==> config.mk <==
export PLATFORM = sky130hd
export DESIGN_NAME = core_div
export DESIGN_NICKNAME = d
export VERILOG_FILES = /design/src/rtl/core_div_pkg.sv /design/src/rtl/core_div.sv
export SDC_FILE = /design/constraint.sdc
export NUM_CORES = 1
export LEC_CHECK = 0
export BUFFER_PORTS_ARGS = -buffer_cell sky130_fd_sc_hd__buf_2
export CAP_MARGIN = 20
export CORE_ASPECT_RATIO = 1.4
export CORE_UTILIZATION = 47
export DETAILED_ROUTE_END_ITERATION = 10
export PLACE_DENSITY = 0.72
export SYNTH_ARGS = -nofsm -noshare
export SYNTH_HDL_FRONTEND = slang
export SYNTH_SLANG_ARGS = --single-unit
==> constraint.sdc <==
create_clock -name clk -period 9.95 [get_ports clk]
set_clock_uncertainty 0.2 [all_clocks]
set_input_delay 0.4975 -clock clk [delete_from_list [all_inputs] [get_ports clk]]
set_output_delay 0.4975 -clock clk [all_outputs]
set_load 0.05 [all_outputs]
==> src/rtl/core_div_pkg.sv <==
// Shared RV32M divider definitions: operation encodings, register-file bus widths
// and the constant values written onto the register-file write port.
package core_div_pkg;

  localparam int RegistersAddressBus = 5;
  localparam int RegistersByteBus    = 32;

  localparam logic [1:0] DivOpDiv  = 2'b00;
  localparam logic [1:0] DivOpDivu = 2'b01;
  localparam logic [1:0] DivOpRem  = 2'b10;
  localparam logic [1:0] DivOpRemu = 2'b11;

  localparam logic [RegistersAddressBus-1:0] ZeroReg  = '0;
  localparam logic [RegistersByteBus-1:0]    ZeroWord = '0;

  localparam logic WriteEnable  = 1'b1;
  localparam logic WriteDisable = 1'b0;

endpackage

==> src/rtl/core_div.sv <==
// Iterative RV32M divider (DIV/DIVU/REM/REMU): one restoring-division step per cycle,
// result written back to the register file through a single-cycle write pulse.
module core_div
  import core_div_pkg::*;
#(
  parameter int DIV_CYCLES = 32
) (
  input  logic                           clk,
  input  logic                           rst,
  input  logic                           start_in,
  input  logic [1:0]                     op_in,
  input  logic [RegistersByteBus-1:0]    dividend_in,
  input  logic [RegistersByteBus-1:0]    divisor_in,
  input  logic [RegistersAddressBus-1:0] rd_in,
  input  logic                           kill_in,
  output logic                           stall_out,
  output logic                           busy_out,
  output logic                           we_out,
  output logic [RegistersAddressBus-1:0] write_addr_out,
  output logic [RegistersByteBus-1:0]    write_data_out
);

  typedef enum logic [1:0] {
    IDLE,
    CALC,
    DONE
  } state_t;

  localparam int CntW = $clog2(DIV_CYCLES + 1);
  localparam logic [CntW-1:0] LastCount = CntW'(DIV_CYCLES);

  state_t state, state_next;

  logic [CntW-1:0]                count;
  logic                           is_rem;
  logic [RegistersAddressBus-1:0] rd;
  logic [RegistersByteBus-1:0]    rem;
  logic [RegistersByteBus-1:0]    quo;
  logic [RegistersByteBus-1:0]    divisor;
  logic                           neg_quo;
  logic                           neg_rem;
  logic [RegistersByteBus-1:0]    result;

  logic                           start_ok;
  logic                           is_signed;
  logic                           a_neg;
  logic                           b_neg;
  logic [RegistersByteBus-1:0]    a_abs;
  logic [RegistersByteBus-1:0]    b_abs;
  logic [RegistersByteBus:0]      shifted;
  logic                           borrow;
  logic [RegistersByteBus-1:0]    diff;

  assign start_ok = (state == IDLE) && start_in && !kill_in;

  // Operand conditioning and the restoring step; the 33-bit shifted remainder keeps
  // the bit that would fall off the top when the divisor is close to 2^32.
  always_comb begin
    is_signed = !op_in[0];
    a_neg     = is_signed && dividend_in[RegistersByteBus-1];
    b_neg     = is_signed && divisor_in[RegistersByteBus-1];
    a_abs     = a_neg ? -dividend_in : dividend_in;
    b_abs     = b_neg ? -divisor_in : divisor_in;
    shifted   = {rem, quo[RegistersByteBus-1]};
    borrow    = shifted < {1'b0, divisor};
    diff      = shifted[RegistersByteBus-1:0] - divisor;
  end

  always_ff @(posedge clk) begin
    if (rst) begin
      state <= IDLE;
    end else begin
      state <= state_next;
    end
  end

  always_comb begin
    state_next = state;
    case (state)
      IDLE: if (start_ok) state_next = CALC;
      CALC: begin
        if (kill_in) begin
          state_next = IDLE;
        end else if (count == LastCount) begin
          state_next = DONE;
        end
      end
      DONE:    state_next = IDLE;
      default: state_next = IDLE;
    endcase
  end

  // A zero divisor preloads the architectural result and a full counter, so the
  // next edge finalizes straight into DONE without any iterations.
  always_ff @(posedge clk) begin
    if (rst) begin
      count   <= '0;
      is_rem  <= 1'b0;
      rd      <= ZeroReg;
      rem     <= ZeroWord;
      quo     <= ZeroWord;
      divisor <= ZeroWord;
      neg_quo <= 1'b0;
      neg_rem <= 1'b0;
      result  <= ZeroWord;
    end else begin
      case (state)
        IDLE: begin
          if (start_ok) begin
            is_rem <= op_in[1];
            rd     <= rd_in;
            if (divisor_in == ZeroWord) begin
              quo     <= '1;
              rem     <= dividend_in;
              divisor <= ZeroWord;
              neg_quo <= 1'b0;
              neg_rem <= 1'b0;
              count   <= LastCount;
            end else begin
              quo     <= a_abs;
              rem     <= ZeroWord;
              divisor <= b_abs;
              neg_quo <= a_neg ^ b_neg;
              neg_rem <= a_neg;
              count   <= '0;
            end
          end
        end
        CALC: begin
          if (count != LastCount) begin
            rem   <= borrow ? shifted[RegistersByteBus-1:0] : diff;
            quo   <= {quo[RegistersByteBus-2:0], !borrow};
            count <= count + CntW'(1);
          end else if (is_rem) begin
            result <= neg_rem ? -rem : rem;
          end else begin
            result <= neg_quo ? -quo : quo;
          end
        end
        default: begin
          count <= '0;
        end
      endcase
    end
  end

  // Stall drops in DONE so the next instruction issues alongside the write-back.
  always_comb begin
    stall_out      = !rst && (((state == IDLE) && start_ok) || (state == CALC));
    busy_out       = (state == CALC) || (state == DONE);
    we_out         = WriteDisable;
    write_addr_out = ZeroReg;
    write_data_out = ZeroWord;
    if (state == DONE) begin
      we_out         = (rd != ZeroReg) ? WriteEnable : WriteDisable;
      write_addr_out = rd;
      write_data_out = result;
    end
  end

endmodule

==> results of run 1 <==
[layout make-up]
class / count / area [µm²]
fillers: 2120 / 9960
multi-input cells: 1137 / 7160
flip-flops and latches: 144 / 2880
diodes: 1 / 2.50
inverters: 65 / 244
clock buffers: 17 / 425
well taps: 297 / 372
clock inverters: 15 / 265
repair buffers: 128 / 704
[layer usage]
layer  vias up  routed length (µm)  global-route usage
met5         -                   0                   0
met4         0                1250               0.131
met3        65                1720              0.0313
met2       349               13400               0.418
met1      4657               12200               0.309
li1       5248                   -                   -
[sequential cells by signal, indices dropped and copies added, names as in the netlist]
| signal | count |
|---|---|
| divisor | 32 |
| quo | 32 |
| rem | 32 |
| result | 32 |
| count | 6 |
| rd | 5 |
| state | 2 |
| is_rem | 1 |
| neg_quo | 1 |
| neg_rem | 1 |
[power groups by stage]
stage	clock network (mW)	logic (mW)	registers [mW]
floorplan	0	0.332	0.636
global placement	0	0.422	0.649
detailed placement	0	0.428	0.650
CTS	0.757	0.432	0.637
global route	0.782	0.486	0.642
finish	0.748	0.437	0.637
[Yosys cell counts, types with 6 or more instances]
cell type / n / area, µm²
nor4_1: 9 / 56.3
o41ai_1: 13 / 114
a22oi_1: 10 / 75.1
nor2b_1: 11 / 68.8
buf_1: 7 / 26.3
nand2_1: 136 / 510
o22ai_1: 10 / 62.6
xnor2_1: 72 / 631
o21a_1: 10 / 75.1
nand4_1: 6 / 37.5
and3_1: 8 / 50.1
a31oi_1: 14 / 87.6
nor3_1: 19 / 95.1
mux2i_1: 9 / 90.1
o211ai_1: 33 / 248
inv_1: 64 / 240
clkbuf_1: 76 / 285
a221oi_1: 13 / 114
xor2_1: 65 / 569
nand3_1: 11 / 55.1
nand2b_1: 10 / 62.6
or4_1: 13 / 97.6
a211oi_1: 50 / 375
o21ai_0: 75 / 375
or3_1: 21 / 131
ha_1: 41 / 513
o31ai_1: 24 / 180
and2_1: 41 / 257
a21o_1: 13 / 97.6
a21oi_1: 158 / 791
dfxtp_1: 144 / 2880
nor2_1: 173 / 649
[how the worst max path moves through the flow]
| stage | startpoint | to | slack, ns |
|---|---|---|---|
| 4_1_cts | state[1]$_SDFFE_PP0P_ | rem[21]$_SDFFE_PP0P_ | 5.46 |
| 3_3_place_gp | state[1]$_SDFFE_PP0P_ | rem[24]$_SDFFE_PP0P_ | 5.64 |
| 2_1_floorplan | divisor[1]$_SDFFE_PP0P_ | rem[23]$_SDFFE_PP0P_ | 6.64 |
| 5_1_grt | state[1]$_SDFFE_PP0P_ | rem[5]$_SDFFE_PP0P_ | 5.27 |
| 3_5_place_dp | state[1]$_SDFFE_PP0P_ | rem[21]$_SDFFE_PP0P_ | 5.50 |
| 6_report | state[1]$_SDFFE_PP0P_ | rem[25]$_SDFFE_PP0P_ | 5.55 |
[worst register-to-register path, delay by kind of cell (launching register included)]
family	cells	cell delay, ns
buffers and inverters	4	1.52
AND/OR/NAND/NOR	6	1.84
flip-flops	1	0.32
adder cells (fa/ha/maj)	1	0.16
AO/OA/AOI/OAI	2	0.30
[layout by cell type, fill, tap and decap left out, types with 4 or more instances in the layout]
cell,instances
a21oi_1,158
buf_2,113
a31oi_1,13
nand4_1,6
dfxtp_1,143
nor2b_1,11
o21a_1,10
o22ai_1,10
and3_1,8
buf_4,13
nor4_1,9
o31ai_1,24
o221ai_1,4
a311oi_1,5
xor2_1,65
nand2_1,136
a22oi_1,10
clkbuf_16,17
inv_1,64
a221oi_1,13
nand2b_1,10
a211oi_1,50
o211ai_1,33
a21o_1,13
or4_1,13
o41ai_1,13
nor2_1,173
or3_1,21
mux2i_1,9
bufinv_16,7
nor3_1,19
nand3_1,11
xnor2_1,72
o21ai_0,74
and2_1,41
ha_1,40
[cell families (layout without fill, tap and decap cells)]
| group | after synthesis | after routing |
|---|---|---|
| compound gates | 467 | 467 |
| xor+xnor | 137 | 137 |
| fa+ha+maj | 42 | 42 |
| buf+inv | 153 | 225 |
| flops | 144 | 144 |
| mux | 9 | 9 |
| other cells | 0 | 1 |
| simple gates | 482 | 482 |
[metrics by stage]
stage          worst slack [ns]  area, µm²
4_1_cts                    5.46      12000
5_1_grt                    5.27      12100
3_3_place_gp               5.64      11300
3_5_place_dp               5.50      11300
6_report                   5.55      12100
2_1_floorplan              6.64      10600
==> results.cfg, run 1 <==
[pwr]
p_sw_frac = 0.304
p_int_mw = 1.27
pwr-share-clk = 0.410
combPwrFrac = 0.240
p_per_area_mw_per_mm2 = 151
p_leak_nw = 4.72
p_sw_mw = 0.555
fin_total_pwr_mw = 1.82
seqPwrFrac = 0.350
ir_drop_mv = 0.132

[synth]
synth-edff-count = 0
yosysWarnings = 0
ys.flop_type = dfxtp_1
yosysSeqAreaShare = 0.272
synthMuxAreaShare = 0.00850
syn_area_mm2 = 0.0106
synth_seq_cells = 144
syn-num-nets = 1551
synth_adder_area_share = 0.0503
ys_async_sr_fraction = 0
syn-mean-instance-area_um2 = 7.39
synth-compound-area-share = 0.284
synth-simple-area-share = 0.217
netlist_instances = 1434
synthXorXnorAreaFrac = 0.113
yosys.cell_types.count = 73
synth_top_family_by_area = compound AO/OA/AOI/OAI gates

[floorplan]
fp-row-count = 64
die-area_mm2 = 0.0232
ios = 115
core_area_mm2 = 0.0220
start_util = 0.481
die_h_um = 180
die_x_um = 129

[global_route]
grt_pass1_wl_mm = 46.7
grt_util_all_layers = 0.249
grt_max_degree = 74
grt_pass1_vias = 9509
antenna_found_initial = 1
grt.overflow.total = 0

[cells_and_area]
postLayoutCoreUtil = 0.548
drive_above_1_share = 0.124
syn2layout_area_growth_pct = 13.8
fin_nets = 1610
stdcell_count = 1804

[critical_path]
crit_top_cell = nor2_1
cp_data_arrival_time_ns = 4.57
max_stage_delay_ns = 0.77
start_kind = flop
path_cells = inv_1, ha_2, buf_4, clkinv_1, nor2_1, nor2_1, nor2_1, nand2_1, a21oi_1, buf_4, nand2_1, nor2_1, a221o_1
cp_top_family = simple AND/OR/NAND/NOR gates
r2r_setup_slack_ns = 5.55
r2r_cells = 13
crit_required_ns = 10.13
critPathCaptureType = flop
cp_num_buf_inv = 4
worst-setup-path-type = flop to flop
crit_slowest_cell = clkinv_1
reg2reg_from = state[1]$_SDFFE_PP0P_
crit_cells = 13
crit_fanout = 54
r2r-end = rem[25]$_SDFFE_PP0P_

[sta]
setup_violations = 0
timing.fmax_ghz = 0.227
rsz0062_at_grt = no
relSlewSlack = 0.321
maxSlewViolCount = 0
min_period_ns = 4.40
fin_crit_sh = 0.442
worst_pin_slew_ns = 1.02
timing.final.hold_violations = 0
setup_tns_ns = 0
timing.hold.ws_ns = 0.0984

[cts]
post-cts-setup-buffers = 0
ctsRootBufferMaster = clkbuf_16
cts.clk_slew.worst_paths_ns = 0.06
cts_resized = 0
clk_path_buf_depth = 2
ctsHtreeMaxLevel = 4
holdBufCountCts = 0
clkLatencyLatePin_ns = 0.44
cts_tree = yes
cts_sinks = 144
cts_buffers = 17

[detailed_routing]
drc = 0
wl_per_cell_um = 15.8
drt-pass1-iter-count = 5
ant_nets = 0
vias_per_cell = 5.72
vias = 10300
drt_iter0_drc = 667
routed_wirelength_mm = 28.6

[run]
maxCapViolations = 0

[hold_path]
hold_start = rd_in[3]
hold_class = primary input to flop
min_path_cells = 3
whs_endpoint = rd[3]$_SDFFE_PP0P_

[placed_design]
io_buffers = 114
numPlacedInstances = 1769
finalWeightedCongestion = 0.912
place_hpwl_mm = 21.3

[outcome]
outcome = complete, no violations
Note: power is estimated with default switching activity, not from simulation.
==> run 2, diff against run 1 <==
- PLACE_DENSITY: 0.72 -> 0.75
- clock period: 9.95 -> 3.7 ns (I/O delays scaled with it)
==> results.cfg, run 2 (same netlist as run 1, synthesis figures left out) <==
[pwr]
p_leak_nw = 5.12
ir_drop_mv = 0.344
p_per_area_mw_per_mm2 = 382
fin_total_pwr_mw = 4.93

[critical_path]
crit_required_ns = 3.79
worst-setup-path-type = flop to flop
start_kind = flop
crit_fanout = 7
cp_data_arrival_time_ns = 3.63
critPathCaptureType = flop

[placed_design]
finalWeightedCongestion = 0.946
pre_cts_slack_ns = 0.178
io_buffers = 114
place_hpwl_mm = 22.0

[floorplan]
die-area_mm2 = 0.0232
ios = 115
core_area_mm2 = 0.0220
die_h_um = 180
start_util = 0.481
die_x_um = 129
fp-row-count = 64

[sta]
setup_violations = 0
maxSlewViolCount = 0
setup_ws_ns = 0.160
timing.final.hold_violations = 0
fin_crit_sh = 0.957
min_period_ns = 3.54
timing.fmax_ghz = 0.283
timing.hold.ws_ns = 0.0192
relSlewSlack = 0.316
worst_pin_slew_ns = 1.03

[detailed_routing]
drc = 0
routed_wirelength_mm = 30.3
drt-pass1-iter-count = 5
ant_nets = 0
drt_iter0_drc = 800
wl_per_cell_um = 16.0
vias = 10700
vias_per_cell = 5.67

[run]
maxCapViolations = 0

[cells_and_area]
most-common-layout-cells = 173 x nor2_1, 157 x a21oi_1, 143 x dfxtp_1
syn2layout_area_growth_pct = 21.7
antenna_cells = 0
fin_nets = 1701
final_common_cell = nor2_1
drive_above_1_share = 0.135
postLayoutCoreUtil = 0.586

[global_route]
grt_util_all_layers = 0.267
grt.overflow.total = 0
grt_pass1_wl_mm = 49.7
antenna_found_initial = 0
grt_max_degree = 83
grt_pass1_vias = 10200

[cts]
cts_sinks = 144
ctsHtreeMaxLevel = 4
cts.clk_slew.worst_paths_ns = 0.06
ctsRootBufferMaster = clkbuf_16
clkLatencyLatePin_ns = 0.44
cts_tree = yes
clk_path_buf_depth = 2
cts_buffers = 17

[outcome]
outcome = complete, no violations

[hold_path]
hold_class = primary input to flop
run 2: cell types whose count changed in the layout (fill, tap and decap cells not counted), moves of 2 or more:
cell and change:
bufinv_16 -2, clkinvlp_4 -2, dlygate4sd3_1 +64, buf_12 +2, inv_6 +3, buf_4 +26
run 2: worst max-delay path, stage by stage (launching register included):
cell	delay [ns]
dfxtp_1	0.38
or4_4	0.56
or3_1	0.35
or3_4	0.39
or3_1	0.39
or3_4	0.38
o41ai_2	0.24
xor2_1	0.21
nand2_1	0.09
o211ai_2	0.13
a21oi_2	0.06
run 2: what timing repair did:
action                                  in CTS  in global routing
buffers inserted                             0                  1
hold buffers                                64                  0
endpoints found under the hold margin       63                  0
endpoints found under the setup margin       0                 21
gates resized for setup                      0                  5
run 2: layout make-up:
class,count,area [µm²]
fill,2014,9130
multi-input combinational,1137,7180
clock inverter,13,208
timing repair buffer,219,1570
tap,297,372
sequential,144,2880
clock buffer,19,443
inverter,65,244
run 2: worst paths after layout:
check / endpoint / cells past startpoint / slack, ns / from
setup / recovery: result[29]$_SDFFE_PP0P_ / 10 / 0.16 / rem[7]$_SDFFE_PP0P_
hold / removal: neg_quo$_SDFFE_PP0P_ / 4 / 0.02 / op_in[0]
setup reg to reg: result[29]$_SDFFE_PP0P_ / 10 / 0.16 / rem[7]$_SDFFE_PP0P_
hold reg to reg: result[14]$_SDFFE_PP0P_ / 2 / 0.25 / result[14]$_SDFFE_PP0P_
run 2: layer usage:
| layer | GRT usage | share of wire | vias to the layer above | wire [µm] |
|---|---|---|---|---|
| li1 | - | - | 5439 | - |
| met1 | 0.320 | 0.43 | 4864 | 13000 |
| met2 | 0.452 | 0.48 | 349 | 14400 |
| met3 | 0.0411 | 0.053 | 95 | 1600 |
| met4 | 0.143 | 0.043 | 0 | 1320 |
| met5 | 0 | 0 | - | 0 |
run 2: per-stage QoR:
step / TNS [ns] / cell area (µm²) / instances
2_1_floorplan: 0 / 10600 / 1434
3_3_place_gp: 0 / 11500 / 1796
3_5_place_dp: 0 / 11500 / 1796
4_1_cts: 0 / 12800 / 1892
5_1_grt: -0.0188 / 12900 / 1894
6_report: 0 / 12900 / 1894
run 2: power by group:
group	total [mW]	switching, mW	internal, mW
combinational	1.30	0.753	0.545
sequential	1.71	0.0896	1.62
clock	1.91	0.696	1.22
